<file path="src/rtl/chunk_adder_if.sv">
// Operand/result handshake bundle for chunk_adder.
// CHUNK_ADDER_OVF_EN adds the signed-overflow flag.
interface chunk_adder_if #(parameter int WIDTH = 32);
  logic             in_valid;
  logic             in_ready;
  logic [WIDTH-1:0] A;
  logic [WIDTH-1:0] B;
  logic             Cin;
  logic             sub;
  logic             out_valid;
  logic             out_ready;
  logic [WIDTH-1:0] S;
  logic             Cout;
`ifdef CHUNK_ADDER_OVF_EN
  logic             ovf;
  modport master (output in_valid, A, B, Cin, sub, out_ready,
                  input  in_ready, out_valid, S, Cout, ovf);
  modport slave  (input  in_valid, A, B, Cin, sub, out_ready,
                  output in_ready, out_valid, S, Cout, ovf);
`else
  modport master (output in_valid, A, B, Cin, sub, out_ready,
                  input  in_ready, out_valid, S, Cout);
  modport slave  (input  in_valid, A, B, Cin, sub, out_ready,
                  output in_ready, out_valid, S, Cout);
`endif
endinterface

</file>
<file path="src/rtl/chunk_adder.sv">
// Multi-cycle add/subtract, CHUNK bits per cycle LSB first, carry held between chunks.
// Optional signed-overflow output under CHUNK_ADDER_OVF_EN.
module chunk_adder #(
  parameter int WIDTH = 32,
  parameter int CHUNK = 8
) (
  input  logic          clk,
  input  logic          rst_n,
  chunk_adder_if.slave  bus
);
  localparam int NCHUNK = WIDTH / CHUNK;
  localparam int KW     = (NCHUNK > 1) ? $clog2(NCHUNK) : 1;

  typedef enum logic [1:0] {IDLE, RUN, DONE} state_t;

  state_t                         st;
  logic [KW-1:0]                  k;
  logic                           carry;
  logic [NCHUNK-1:0][CHUNK-1:0]   opa, opb, s_r;
  logic                           in_rdy, out_vld, cout_r;
  logic [CHUNK:0]                 csum;
  logic                           last;

  always_comb begin
    csum = {1'b0, opa[k]} + {1'b0, opb[k]} + {{CHUNK{1'b0}}, carry};
    last = (k == KW'(NCHUNK - 1));
  end

`ifdef CHUNK_ADDER_OVF_EN
  logic ovf_r;
  // On the last chunk, carry into the MSB is recovered from the MSB sum bit.
  logic c_into_msb;
  always_comb c_into_msb = csum[CHUNK-1] ^ opa[k][CHUNK-1] ^ opb[k][CHUNK-1];

  always_ff @(posedge clk or negedge rst_n) begin
    if (!rst_n)                      ovf_r <= 1'b0;
    else if (st == RUN && last)      ovf_r <= c_into_msb ^ csum[CHUNK];
  end
  assign bus.ovf = ovf_r;
`endif

  always_ff @(posedge clk or negedge rst_n) begin
    if (!rst_n) begin
      st      <= IDLE;
      k       <= '0;
      carry   <= 1'b0;
      opa     <= '0;
      opb     <= '0;
      s_r     <= '0;
      in_rdy  <= 1'b0;
      out_vld <= 1'b0;
      cout_r  <= 1'b0;
    end else begin
      case (st)
        IDLE: begin
          in_rdy <= 1'b1;
          if (bus.in_valid && in_rdy) begin
            opa    <= bus.A;
            // Subtract is A + ~B + !Cin, so invert B and the carry at capture.
            opb    <= bus.sub ? ~bus.B : bus.B;
            carry  <= bus.Cin ^ bus.sub;
            k      <= '0;
            in_rdy <= 1'b0;
            st     <= RUN;
          end
        end
        RUN: begin
          s_r[k] <= csum[CHUNK-1:0];
          carry  <= csum[CHUNK];
          if (last) begin
            cout_r  <= csum[CHUNK];
            out_vld <= 1'b1;
            st      <= DONE;
          end else begin
            k <= k + 1'b1;
          end
        end
        DONE: begin
          if (bus.out_ready) begin
            out_vld <= 1'b0;
            in_rdy  <= 1'b1;
            st      <= IDLE;
          end
        end
        default: st <= IDLE;
      endcase
    end
  end

  assign bus.in_ready  = in_rdy;
  assign bus.out_valid = out_vld;
  assign bus.S         = s_r;
  assign bus.Cout      = cout_r;
endmodule

</file>
<file path="src/flat_wrapper.sv">
// flat-port wrapper written by rule: the top's interface ports become plain ports
module chunk_adder_flat 
#(
  parameter int WIDTH = 32,
  parameter int CHUNK = 8
)
  (clk, rst_n, bus_in_valid, bus_A, bus_B, bus_Cin, bus_sub, bus_out_ready, bus_in_ready, bus_out_valid, bus_S, bus_Cout);
  chunk_adder_if #(.WIDTH(WIDTH)) bus_i ();
  input  logic clk;
  input  logic rst_n;
  input wire logic [$bits(bus_i.in_valid)-1:0] bus_in_valid;
  input wire logic [$bits(bus_i.A)-1:0] bus_A;
  input wire logic [$bits(bus_i.B)-1:0] bus_B;
  input wire logic [$bits(bus_i.Cin)-1:0] bus_Cin;
  input wire logic [$bits(bus_i.sub)-1:0] bus_sub;
  input wire logic [$bits(bus_i.out_ready)-1:0] bus_out_ready;
  output wire logic [$bits(bus_i.in_ready)-1:0] bus_in_ready;
  output wire logic [$bits(bus_i.out_valid)-1:0] bus_out_valid;
  output wire logic [$bits(bus_i.S)-1:0] bus_S;
  output wire logic [$bits(bus_i.Cout)-1:0] bus_Cout;
  assign bus_i.in_valid = bus_in_valid;
  assign bus_i.A = bus_A;
  assign bus_i.B = bus_B;
  assign bus_i.Cin = bus_Cin;
  assign bus_i.sub = bus_sub;
  assign bus_i.out_ready = bus_out_ready;
  assign bus_in_ready = bus_i.in_ready;
  assign bus_out_valid = bus_i.out_valid;
  assign bus_S = bus_i.S;
  assign bus_Cout = bus_i.Cout;
  chunk_adder #(.WIDTH(WIDTH), .CHUNK(CHUNK)) u_core (.clk(clk), .rst_n(rst_n), .bus(bus_i));
endmodule
</file>
<file path="config.mk">
export PLATFORM = sky130hd
export DESIGN_NAME = chunk_adder_flat
export DESIGN_NICKNAME = d
export VERILOG_FILES = /design/src/rtl/chunk_adder_if.sv /design/src/rtl/chunk_adder.sv /design/src/flat_wrapper.sv
export SDC_FILE = /design/constraint.sdc
export NUM_CORES = 1
export LEC_CHECK = 0
export ABC_AREA = 1
export BUFFER_PORTS_ARGS = -buffer_cell sky130_fd_sc_hd__buf_2
export CAP_MARGIN = 40
export CORE_MARGIN = 1.5
export CORE_UTILIZATION = 40
export CTS_BUF_LIST = sky130_fd_sc_hd__clkbuf_8
export CTS_CLUSTER_DIAMETER = 120
export DETAILED_ROUTE_END_ITERATION = 7
export HOLD_SLACK_MARGIN = 0.08
export SYNTH_ARGS = -nofsm -noshare
export SYNTH_HDL_FRONTEND = slang
export SYNTH_SLANG_ARGS = --single-unit
export TNS_END_PERCENT = 20
</file>
<file path="constraint.sdc">
create_clock -name clk -period 3.23 [get_ports clk]
set_input_delay 0.323 -clock clk [delete_from_list [all_inputs] [get_ports clk]]
set_output_delay 0.323 -clock clk [all_outputs]
set_load 0.005 [all_outputs]
</file>
==> results of run 1 <==
-- cell usage after synthesis --
cell	n
nand2_1	225
dfrtp_1	104
o21ai_0	50
nor2_1	35
xnor2_1	33
nand3_1	28
o21ai_1	25
inv_1	18
buf_2	17
o22ai_1	16
ha_1	11
clkbuf_1	8
a21oi_1	5
inv_2	5
buf_4	3
buf_6	2
fa_1	2
nand2_2	2
nand3b_1	2
nor2_4	2
a21o_1	1
nor2_8	1
o21ai_2	1
o31ai_1	1
or2_1	1
xor2_1	1
-- metal layers --
layer / wire length [um] / GRT usage, %
met5: 0 / 0
met2: 5650 / 30.7
met3: 529 / 3.69
met4: 142 / 5.60
met1: 5670 / 26.5
-- what timing repair did --
item	4_1_cts	5_1_grt
gates resized for setup	0	0
endpoints found under the hold margin	60	0
hold buffers	1	0
-- state kept, by name (all words and copies together), names as in the netlist --
name,flops
u_core.bus.S,32
u_core.opa,32
u_core.opb,32
u_core.k,2
u_core.st,2
u_core.bus.Cout,1
u_core.bus.in_ready,1
u_core.bus.out_valid,1
u_core.carry,1
-- kinds of logic after synthesis --
kind of cell | share of synthesized area, %
flip-flops | 51.6
AND/OR/NAND/NOR | 23.7
buffers and inverters | 4.89
adder cells (fa/ha/maj) | 3.52
XOR/XNOR | 5.91
AO/OA/AOI/OAI | 10.4
-- layout make-up --
| type | count | area (sq um) |
|---|---|---|
| Sequential cell | 104 | 2600 |
| Timing Repair Buffer | 113 | 606 |
| Tap cell | 168 | 210 |
| Clock inverter | 4 | 68.8 |
| Fill cell | 1236 | 6240 |
| Clock buffer | 11 | 151 |
| Inverter | 23 | 86.3 |
| Multi-Input combinational cell | 442 | 2190 |
-- metrics by stage --
| stage | utilization, % | cells |
|---|---|---|
| finish | 48.7 | 865 |
| global route | 48.7 | 865 |
| global placement | 46.8 | 849 |
| CTS | 48.7 | 865 |
| detailed placement | 46.8 | 849 |
| floorplan | - | 599 |
-- power breakdown --
part	total [mW]	internal, mW	switching [mW]	leakage (nW)
sequential	2.31	1.92	0.388	1.30
clock	0.886	0.471	0.415	0.117
combinational	3.45	1.21	2.24	1.69
total	6.65	3.61	3.04	3.10
-- path summary, 6_finish.rpt --
check	start	end	slack (ps)	depth (start not counted)
hold reg to reg	u_core.st[0]	u_core.st[1]	480	1
max in group asynchronous	rst_n	u_core.bus.S[7]	1870	3
hold / removal	bus_out_ready	u_core.st[1]	150	2
setup reg to reg	u_core.k[0]	u_core.bus.S[22]	720	12
min in group asynchronous	rst_n	u_core.bus.S[9]	570	2
setup / recovery	u_core.k[0]	u_core.bus.S[22]	720	12
-- worst max-delay path: stages (launching register included) --
cell	delay [ps]
dfrtp_1	350
inv_1	130
buf_4	210
o21ai_0	170
o22ai_1	110
fa_1	410
fa_1	410
nand2_1	90
nand2_1	90
nand3_1	90
nand3b_1	150
nand3_1	130
nand2_1	60
==> flow_metrics.tcl, run 1 <==
set metrics [dict create \
    status "finished clean" \
    syn_to_final_growth_pct 17.4 \
    port_buffers 104 \
    finalWirelength_um 12000 \
    syn_inst 599 \
    timing.max_cap.violations 0 \
    drive_gt1_share_pct 19.7 \
    finalSetupViolCount 0 \
    final_common_cell "nand2_1" \
    hp-class "in2reg" \
    path_clk_slew_ps 100 \
    antenna_found_initial 0 \
    ioPinCount 105 \
    die_area_sq_um 13300 \
    via_per_inst 4.77 \
    antenna_left 0 \
    yosysWarnings 0 \
    cp_max_fo 13 \
    cts.root.buffer_cell "clkbuf_8" \
    finalInstanceArea_sq_um 5920 \
    grt_first_pass_wirelength_um 19600 \
    clk_latency_ps 360 \
    timing.fmax_ghz 0.398 \
    grt_max_degree 76 \
    synth.top_cell.area_share_pct 51.6 \
    fin_tns_setup_ps 0 \
    crit_type "reg2reg" \
    startpoint_type "flip-flop" \
    globalplace.congestion 0.856 \
    worst_hold_slack_ps 149 \
    clock_path_buffers 2 \
    fin_crit_sh_pct 77.7 \
    synth-seq-cells 104 \
    netlist_area_sq_um 5040 \
    first_pass_iters 4 \
    synth.distinct_cells 26 \
    cp.arrival_ps 2760 \
    worst_slack_ps 720 \
    power.density_nw_per_um2 1120 \
    cts_tree "yes" \
    min_period_ps 2510 \
    numCtsBuffers 9 \
    ys_seq_area_share_pct 51.6 \
    antennaDiodeCount 0 \
    num_rows 40 \
    postSynthAreaPerCell_sq_um 8.42 \
    worst_slew_pin_slew_ps 851 \
    grt-ovfl-total 0 \
    hpwl_um 9130 \
    fin_nets 776 \
    final_max_slew_viol_count 0 \
    hold_viol 0 \
    initial_core_util_pct 41.5 \
    required_ps 3480 \
    layout_common_cells "225 x nand2_1, 104 x dfrtp_1, 103 x buf_2" \
    vias 4122 \
    rsz0062_at_grt "false" \
    htreeDepth 3 \
    drt-initial-drc-count 254 \
    cts.sinks 104 \
    die_h_um 115 \
    grt_util_all_layers_pct 19.1 \
    core-area_sq_um 12200 \
    synthTopCellsByArea "dfrtp_1 52%, nand2_1 17%, xnor2_1 5.7%" \
    placed_area_sq_um 5690 \
    synth_area_leader_cell "dfrtp_1" \
    p_total_mw 6.65 \
    fin_skew_ps 11.3 \
    die_w_um 115 \
    drc 0 \
    wl_per_cell_um 13.9 \
    post-cts-setup-buffers 0 \
    grt_pass1_vias 3962 \
    leakage_nw 3.10 \
    synth.net_count 682 \
    place_ws_ps 749 \
    irDropWorstVdd_v 0.000523 \
    max_slew_margin_pct 43.3 \
    cp-end-kind "flip-flop" \
]
No activity file was read; power rests on OpenSTA's default activity.
==> inputs of run 2 (changes only) <==
clock period = 2.64 ns   (was 3.23 ns; I/O delays follow)
==> flow_metrics.tcl, run 2 (synthesized netlist as in run 1, its figures left out) <==
set metrics [dict create \
    status "finished clean" \
    r2r_cells 8 \
    path_clk_slew_ps 100 \
    cp.arrival_ps 2720 \
    finalWirelength_um 12100 \
    irDropWorstVdd_v 0.000565 \
    startpoint_type "flip-flop" \
    grt-ovfl-total 0 \
    critPathMaxStageDelay_ps 460 \
    fin_skew_ps 12.5 \
    cts.sinks 104 \
    cts_tree "yes" \
    power.density_nw_per_um2 1370 \
    fin_nets 779 \
    timing.fmax_ghz 0.415 \
    grt_util_all_layers_pct 19.4 \
    critPathTopFamily "adder cells" \
    core-area_sq_um 12200 \
    final_common_cell "nand2_1" \
    vias 4203 \
    fin_crit_sh_pct 91.4 \
    cpMaxStageDelayCell "xor2_1" \
    timing.max_cap.violations 0 \
    reg2reg_slack_ps 230 \
    max_slew_margin_pct 58.2 \
    min_period_ps 2410 \
    postLayoutCoreUtil_pct 48.8 \
    placed_cells 852 \
    hold_viol 0 \
    cp_max_fo 11 \
    globalplace.congestion 0.885 \
    cp-end-kind "flip-flop" \
    cts.root.buffer_cell "clkbuf_8" \
    wl_per_cell_um 14.0 \
    clk_latency_ps 360 \
    drt-initial-drc-count 269 \
    numCtsBuffers 9 \
    die_w_um 115 \
    drc 0 \
    crit_buf_inv 1 \
    holdPathStages 3 \
    antenna_left 0 \
    crit_chain "inv_1 -> o21ai_0 -> o22ai_1 -> fa_1 -> fa_1 -> xor2_1 -> nand2_1 -> nand2_1" \
    via_per_inst 4.84 \
    ioPinCount 105 \
    grt_pass1_vias 4029 \
    grt_first_pass_wirelength_um 20200 \
    crit_type "reg2reg" \
    fin_tns_setup_ps 0 \
    hp-class "in2reg" \
    num_rows 40 \
    port_buffers 104 \
    cp_num_cells 8 \
    post-cts-setup-buffers 0 \
    required_ps 2940 \
    rsz0062_at_grt "false" \
    die_area_sq_um 13300 \
    htreeDepth 3 \
    layout_common_cells "225 x nand2_1, 103 x buf_2, 103 x dfrtp_1" \
    hpwl_um 9170 \
    antennaDiodeCount 0 \
    leakage_nw 3.10 \
    grt_max_degree 57 \
    finalSetupViolCount 0 \
    p_total_mw 8.12 \
    worst_slew_pin_slew_ps 626 \
    final_max_slew_viol_count 0 \
    antenna_found_initial 0 \
    fillers 1193 \
    final_cells 869 \
    drive_gt1_share_pct 20.1 \
    die_h_um 115 \
    first_pass_iters 4 \
    syn_to_final_growth_pct 17.7 \
    initial_core_util_pct 41.5 \
    clock_path_buffers 2 \
]
## run 2: cell types whose count changed in the layout (fill, tap and decap cells not counted), sizes merged
cell / change
buf: +3
clkinvlp: +2
clkbuf: -1
bufinv: -1
inv: +1
## run 2: per-layer routing
| layer | vias to the layer above | global-route usage [%] | wire, um |
|---|---|---|---|
| met5 | - | 0 | 0 |
| met4 | 0 | 5.43 | 218 |
| met3 | 17 | 3.53 | 488 |
| met2 | 121 | 29.9 | 5430 |
| met1 | 1953 | 28.1 | 6000 |
| li1 | 2112 | - | - |
## run 2: repair_timing
action,CTS,global route
endpoints found under the hold margin,48,0
gates resized for setup,0,1
endpoints found under the setup margin,0,13
hold buffers,1,0
## run 2: per-stage QoR
step / hold WS [ps] / setup WS [ps] / instance area [sq um]
after global placement: 327 / 250 / 5720
after CTS: 85.7 / 159 / 5930
after floorplan: -31.6 / 231 / 5040
after detailed placement: 325 / 174 / 5720
final: 89.0 / 228 / 5930
after global routing: 83.7 / 36.9 / 5930
## run 2: final cells by class
class | instances | area [sq um] | share of cell area, %
clock inverters | 6 | 61.3 | 1.03
flip-flops and latches | 104 | 2600 | 43.9
clock buffers | 10 | 138 | 2.32
multi-input cells | 442 | 2190 | 37.0
repair buffers | 116 | 641 | 10.8
inverters | 23 | 86.3 | 1.46
well taps | 168 | 210 | 3.54
## run 2: worst paths after layout
path,endpoint,from
max in group asynchronous,u_core.k[0],rst_n
max,u_core.bus.S[26],u_core.k[0]
min reg2reg,u_core.opa[16],u_core.opa[16]
min,u_core.opa[9],bus_A[9]
max reg2reg,u_core.bus.S[26],u_core.k[0]
min in group asynchronous,u_core.bus.S[17],rst_n
## run 2: worst register-to-register path: cells and delay by family, from the launching register on
family,cells,cell delay (ps)
adder cells (fa/ha/maj),2,870
AO/OA/AOI/OAI,2,270
buffers and inverters,1,120
XOR/XNOR,1,460
AND/OR/NAND/NOR,2,180
flip-flops,1,450
## run 2: where the power goes
group | leakage [nW] | internal, mW | switching [mW] | total (mW)
registers | 1.29 | 2.35 | 0.478 | 2.83
clock network | 0.101 | 0.460 | 0.542 | 1.00
logic | 1.70 | 1.52 | 2.77 | 4.29
total | 3.10 | 4.33 | 3.79 | 8.12
